==> src/rtl/mem_arb_pkg.sv <==
// Shared state/owner encodings and bus widths for the memory port arbiter.
package mem_arb_pkg;

    localparam int ADDR_W = 32;
    localparam int DATA_W = 256;

    typedef enum logic [1:0] {
        IDLE = 2'd0,
        I_RD = 2'd1,
        D_RD = 2'd2,
        D_WR = 2'd3
    } state_t;

    typedef enum logic {
        OWNER_I = 1'b0,
        OWNER_D = 1'b1
    } owner_t;

endpackage

==> src/rtl/mem_arb_timeout.sv <==
// Busy watchdog: counts busy cycles since the last grant and flags the cycle
// in which the limit is reached.
module mem_arb_timeout #(
    parameter int TIMEOUT_CYCLES = 64
) (
    input  logic CLK,
    input  logic RESET,
    input  logic i_clear,
    input  logic i_enable,
    output logic o_expire
);

    localparam int CNT_W = $clog2(TIMEOUT_CYCLES + 1);
    localparam logic [CNT_W-1:0] LIMIT = CNT_W'(TIMEOUT_CYCLES - 1);

    logic [CNT_W-1:0] r_count;

    // Saturates at the limit; the FSM leaves the busy state in that same cycle.
    always_ff @(posedge CLK) begin
        if (RESET || i_clear) begin
            r_count <= '0;
        end else if (i_enable && (r_count != LIMIT)) begin
            r_count <= r_count + 1'b1;
        end
    end

    assign o_expire = i_enable && (r_count == LIMIT);

endmodule

==> src/rtl/mem_port_arbiter.sv <==
// Arbitrates I-side reads and D-side reads/writes onto one block memory port,
// alternating grants on ties. Define MEM_ARB_TIMEOUT_EN to add a busy watchdog.
module mem_port_arbiter
    import mem_arb_pkg::*;
#(
    parameter int TIMEOUT_CYCLES = 64
) (
    input  logic              CLK,
    input  logic              RESET,
    input  logic              i_read,
    input  logic [ADDR_W-1:0] i_addr,
    output logic [DATA_W-1:0] i_data,
    output logic              i_valid,
    input  logic              d_read,
    input  logic              d_write,
    input  logic [ADDR_W-1:0] d_addr,
    input  logic [DATA_W-1:0] d_wdata,
    output logic [DATA_W-1:0] d_rdata,
    output logic              d_valid,
    output logic              mem_read,
    output logic              mem_write,
    output logic [ADDR_W-1:0] mem_addr,
    output logic [DATA_W-1:0] mem_wdata,
    input  logic [DATA_W-1:0] mem_rdata,
    input  logic              mem_read_valid,
    input  logic              mem_write_valid,
    output logic              busy,
    output logic              timeout_err
);

    state_t            r_state;
    owner_t            r_last_grant;
    logic [ADDR_W-1:0] r_addr;
    logic [DATA_W-1:0] r_wdata;
    logic              r_mem_read;
    logic              r_mem_write;
    logic              r_timeout_err;

    logic   w_i_req;
    logic   w_d_req;
    logic   w_grant;
    logic   w_rd_done;
    logic   w_wr_done;
    logic   w_done;
    logic   w_expire;
    owner_t w_owner;
    state_t w_next;

    assign w_i_req = i_read;
    assign w_d_req = d_read | d_write;
    assign w_grant = (r_state == IDLE) && (w_i_req || w_d_req);

    always_comb begin
        // NOTE: every always_comb output gets a default first so no path can infer a latch.
        w_owner = OWNER_I;
        w_next  = IDLE;
        if (w_i_req && w_d_req) begin
            w_owner = (r_last_grant == OWNER_I) ? OWNER_D : OWNER_I;
        end else if (w_d_req) begin
            w_owner = OWNER_D;
        end
        // A simultaneous read+write on the D side is a writeback ahead of its refill.
        if (w_owner == OWNER_D) begin
            w_next = d_write ? D_WR : D_RD;
        end else if (w_i_req) begin
            w_next = I_RD;
        end
    end

    // Completions are suppressed while RESET is high so an aborted owner never sees a valid.
    assign w_rd_done = ((r_state == I_RD) || (r_state == D_RD)) && mem_read_valid && !RESET;
    assign w_wr_done = (r_state == D_WR) && mem_write_valid && !RESET;
    assign w_done    = w_rd_done || w_wr_done;

`ifdef MEM_ARB_TIMEOUT_EN
    mem_arb_timeout #(
        .TIMEOUT_CYCLES(TIMEOUT_CYCLES)
    ) u_timeout (
        .CLK      (CLK),
        .RESET    (RESET),
        .i_clear  (w_grant),
        .i_enable (busy),
        .o_expire (w_expire)
    );
`else
    logic w_unused_timeout_cfg;
    assign w_unused_timeout_cfg = ^TIMEOUT_CYCLES;
    assign w_expire             = 1'b0;
`endif

    always_ff @(posedge CLK) begin
        if (RESET) begin
            r_state       <= IDLE;
            r_last_grant  <= OWNER_I;
            r_addr        <= '0;
            // NOTE: the wide write-data latch is reset too, so nothing stale is ever driven out.
            r_wdata       <= '0;
            r_mem_read    <= 1'b0;
            r_mem_write   <= 1'b0;
            r_timeout_err <= 1'b0;
        end else begin
            // NOTE: non-blocking assignments keep every register sampling pre-edge values.
            r_timeout_err <= 1'b0;
            case (r_state)
                IDLE: begin
                    if (w_grant) begin
                        r_state      <= w_next;
                        r_last_grant <= w_owner;
                        r_addr       <= (w_owner == OWNER_D) ? d_addr : i_addr;
                        if (w_next == D_WR) begin
                            r_wdata <= d_wdata;
                        end
                        r_mem_read   <= (w_next != D_WR);
                        r_mem_write  <= (w_next == D_WR);
                    end
                end
                default: begin
                    // A valid arriving in the expiry cycle wins over the watchdog.
                    if (w_done || w_expire) begin
                        r_state       <= IDLE;
                        r_mem_read    <= 1'b0;
                        r_mem_write   <= 1'b0;
                        r_timeout_err <= w_expire && !w_done;
                    end
                end
            endcase
        end
    end

    assign busy        = (r_state != IDLE);
    assign mem_read    = r_mem_read;
    assign mem_write   = r_mem_write;
    assign mem_addr    = busy ? r_addr : '0;
    assign mem_wdata   = r_mem_write ? r_wdata : '0;
    assign timeout_err = r_timeout_err;

    assign i_valid = w_rd_done && (r_state == I_RD);
    assign d_valid = (w_rd_done && (r_state == D_RD)) || w_wr_done;
    assign i_data  = i_valid ? mem_rdata : '0;
    assign d_rdata = (w_rd_done && (r_state == D_RD)) ? mem_rdata : '0;

endmodule

==> config.mk <==
export PLATFORM = sky130hd
export DESIGN_NAME = mem_port_arbiter
export DESIGN_NICKNAME = d
export VERILOG_FILES = /design/src/rtl/mem_arb_pkg.sv /design/src/rtl/mem_arb_timeout.sv /design/src/rtl/mem_port_arbiter.sv
export SDC_FILE = /design/constraint.sdc
export NUM_CORES = 1
export LEC_CHECK = 0
export CORE_AREA = 2 2 542 544
export DETAILED_ROUTE_END_ITERATION = 6
export DIE_AREA = 0 0 544 546
export GPL_ROUTABILITY_DRIVEN = 0
export GPL_TIMING_DRIVEN = 0
export PLACE_DENSITY_LB_ADDON = 0.12
export SYNTH_ARGS = -nofsm -noshare
export SYNTH_HDL_FRONTEND = slang
export SYNTH_SLANG_ARGS = --single-unit
==> constraint.sdc <==
create_clock -name CLK -period 2.02 [get_ports CLK]
set_clock_uncertainty 0.2 [all_clocks]
set_input_delay 0.202 -clock CLK [delete_from_list [all_inputs] [get_ports CLK]]
set_output_delay 0.202 -clock CLK [all_outputs]
set_load 0.05 [all_outputs]
==> impl_metrics.yaml <==
worst_hold_path:
  holdCritPathClass: "in2reg"
timing:
  relSlewSlack_pct: 31.0
  fin_crit_ns: 3.07
  worstMarginPinSlew_ns: 1.04
  hold_ws_ns: 0.0455
  tns_ns: -812.02
  finalSetupViolCount: 1087
  rsz0062_at_grt: "yes"
  hold_viol: 0
  setup_slack_ns: -1.05
  max_freq_mhz: 326
  post-route-period-util_pct: 152
  slew_viol_final: 0
placement:
  io_buffer_count: 1385
  hpwlAfterDp_um: 223000
  preCtsSetupSlack_ns: -2.17
  numPlacedInstances: 7578
  place_area_mm2: 0.0370
detailed_routing:
  vias: 24500
  drc: 0
  first_pass_iters: 7
  drtAntennaViolNets: 0
  drt_iter0_markers: 1229
  wirelength_um: 256000
  wl_per_cell_um: 31.9
  via_per_inst: 3.05
power_and_ir_drop:
  ir_drop_v: 0.000558
  p_int_mw: 15.4
  p_seq_share_pct: 26.3
  switching_power_mw: 10.8
  swShare_pct: 41.3
  totalPowerFinal_mw: 26.2
  p_leak_nw: 17.0
  pwr-share-clk_pct: 32.5
  pwr-share-comb_pct: 41.2
  p_per_area_mw_per_mm2: 601
final_layout:
  syn_to_final_growth_pct: 163
  postLayoutCoreUtil_pct: 15.0
  drive_above_1_share_pct: 35.2
  nets: 4603
  final_area_mm2: 0.0437
  final_cells: 8028
cts:
  insertion_delay_ns: 0.65
  cts-root-buf: "clkbuf_16"
  cts_tree: "built"
  htree_levels: 2
  cts_buffers: 46
  clock-sinks: 293
  clk_pin_slew_ns: 0.06
  cts_buffer_depth: 3
global_routing:
  grtUsageMet3_pct: 7.69
  top_usage_layer: "met2"
  grt.met1_usage_pct: 16.6
  antenna_found_initial: 182
  overflow: 0
  grt_max_degree: 14
  use_met2_pct: 29.9
  grt_pass1_wl_um: 313000
  track_usage_pct: 16.6
  grt_pass1_vias: 25300
logic_synthesis:
  synth_top_area_share_pct: 35.3
  yosys_register_bits: 293
  synth_area_mm2: 0.0166
  syn-num-nets: 2861
  yosysTopAreaCell: "dfxtp_1"
  synth_cell_types: 30
  netlist_instances: 2274
  ys_warn_count: 0
  synth_edf_count: 0
  synth_flop_cell: "dfxtp_1"
  ys_top_cells_by_count: "769 x and2_1, 293 x dfxtp_1, 261 x a21oi_1"
  async_flop_share_pct: 0
  synth_area_per_cell_um2: 7.31
  yosysSeqAreaShare_pct: 35.3
  synth.most_common_cell: "and2_1"
  synth_area_leaders: "dfxtp_1 35%, and2_1 29%, a21oi_1 7.9%, nand3_1 7.7%, o21ai_0 7.6%"
critical_path:
  worst-setup-path-type: "reg2out"
  cp_num_buf_inv: 6
  worstPathArrival_ns: 2.66
  critPathMaxFanout: 10
  cp.required_ns: 1.62
  critPathLaunchType: "register"
  cp_top_family: "buffers and inverters"
  critPathMaxStageDelay_ns: 0.34
  end_kind: "primary output"
  crit_top_cell: "buf_12"
  cpMaxStageDelayCell: "dfxtp_2"
  path_cells: "inv_2 -> ha_4 -> nand2_4 -> nor3b_4 -> buf_12 -> buf_12 -> buf_12 -> clkbuf_16 -> and2_4 -> buf_8"
floorplan:
  rows: 199
  initial_core_util_pct: 5.69
  ioPinCount: 1389
  die_width_um: 544
  die_h_um: 546
  core_area_mm2: 0.292
  die-area_mm2: 0.297
outcome:
  violations: "negative setup slack"
  status: "finished with violations"
run:
  drv_cap: 0
==> cells by family after synthesis <==
| kind of cell | count (synthesis) | share of synthesized area [%] |
|---|---|---|
| DFF | 293 | 35.3 |
| AOI/OAI and AO/OA | 561 | 17.9 |
| adders and majority gates | 4 | 0.301 |
| and+or+nand+nor | 1163 | 40.4 |
| other | 1 | 0.0226 |
| buffers and inverters | 252 | 6.04 |
==> cell usage in the layout, fill, tap and decap left out, types with 62 or more instances in the layout <==
master           count
buf_4              190
a21oi_1            261
buf_12             118
dlygate4sd2_1      127
buf_8              114
clkbuf_1           130
clkdlybuf4s50_1    587
nand2_1             67
buf_6               62
buf_2               86
and2_1             255
o21ai_0            251
and2_4             479
clkbuf_16           83
dfxtp_1            290
nand3_1            256
dlygate4sd3_1      269
clkdlybuf4s15_2     94
==> layer usage <==
layer / part of all wire, % / wire length, µm
met5: 0.17 / 428
met2: 50 / 129000
met3: 11 / 26900
met4: 3.9 / 9960
met1: 35 / 89600
==> path summary, 6_finish.rpt <==
check / start / endpoint / slack (ns) / depth (start not counted)
max: r_state[0] / i_data[37] / -1.05 / 10
max reg2reg: r_state[1] / r_wdata[49] / -0.71 / 7
min: d_wdata[232] / r_wdata[232] / 0.05 / 3
min reg2reg: r_wdata[96] / r_wdata[96] / 0.27 / 2
==> power groups by stage <==
stage	Clock, mW	Sequential, mW	Combinational (mW)
2_1_floorplan	0	6.84	4.94
3_3_place_gp	0	7.02	10.1
3_5_place_dp	0	7.03	10.0
4_1_cts	8.97	6.91	11.0
5_1_grt	9.11	7.00	11.6
6_report	8.51	6.91	10.8
==> flip-flops by register name, indices dropped and copies added, names as in the netlist <==
name,cells
r_wdata,256
r_addr,32
r_last_grant,1
mem_read,1
mem_write,1
r_state,2
==> final cells by class <==
cell class	count	area [µm²]
clock buffers	63	1330
multi-input cells	1729	11100
well taps	3919	4900
inverters	3	11.3
fillers	33500	248000
plain buffers	247	2060
diodes	59	148
repair buffers	1696	18000
clock inverters	19	219
flip-flops and latches	293	5870
==> timing repair <==
| item | 4_1_cts | 5_1_grt |
|---|---|---|
| hold endpoints to repair | 243 | 0 |
| pin swaps | 17 | 3 |
| resized for setup | 4009 | 484 |
| buffers inserted | 15 | 4 |
| setup endpoints to repair | 1098 | 1098 |
| hold buffers | 269 | 0 |
| cloned | 18 | 6 |
==> tightest hold or removal path: stages <==
cell and delay (ns):
clkdlybuf4s50_1 0.46, nand3_1 0.11, a21oi_1 0.06
No activity file was read; power rests on OpenSTA's default activity.
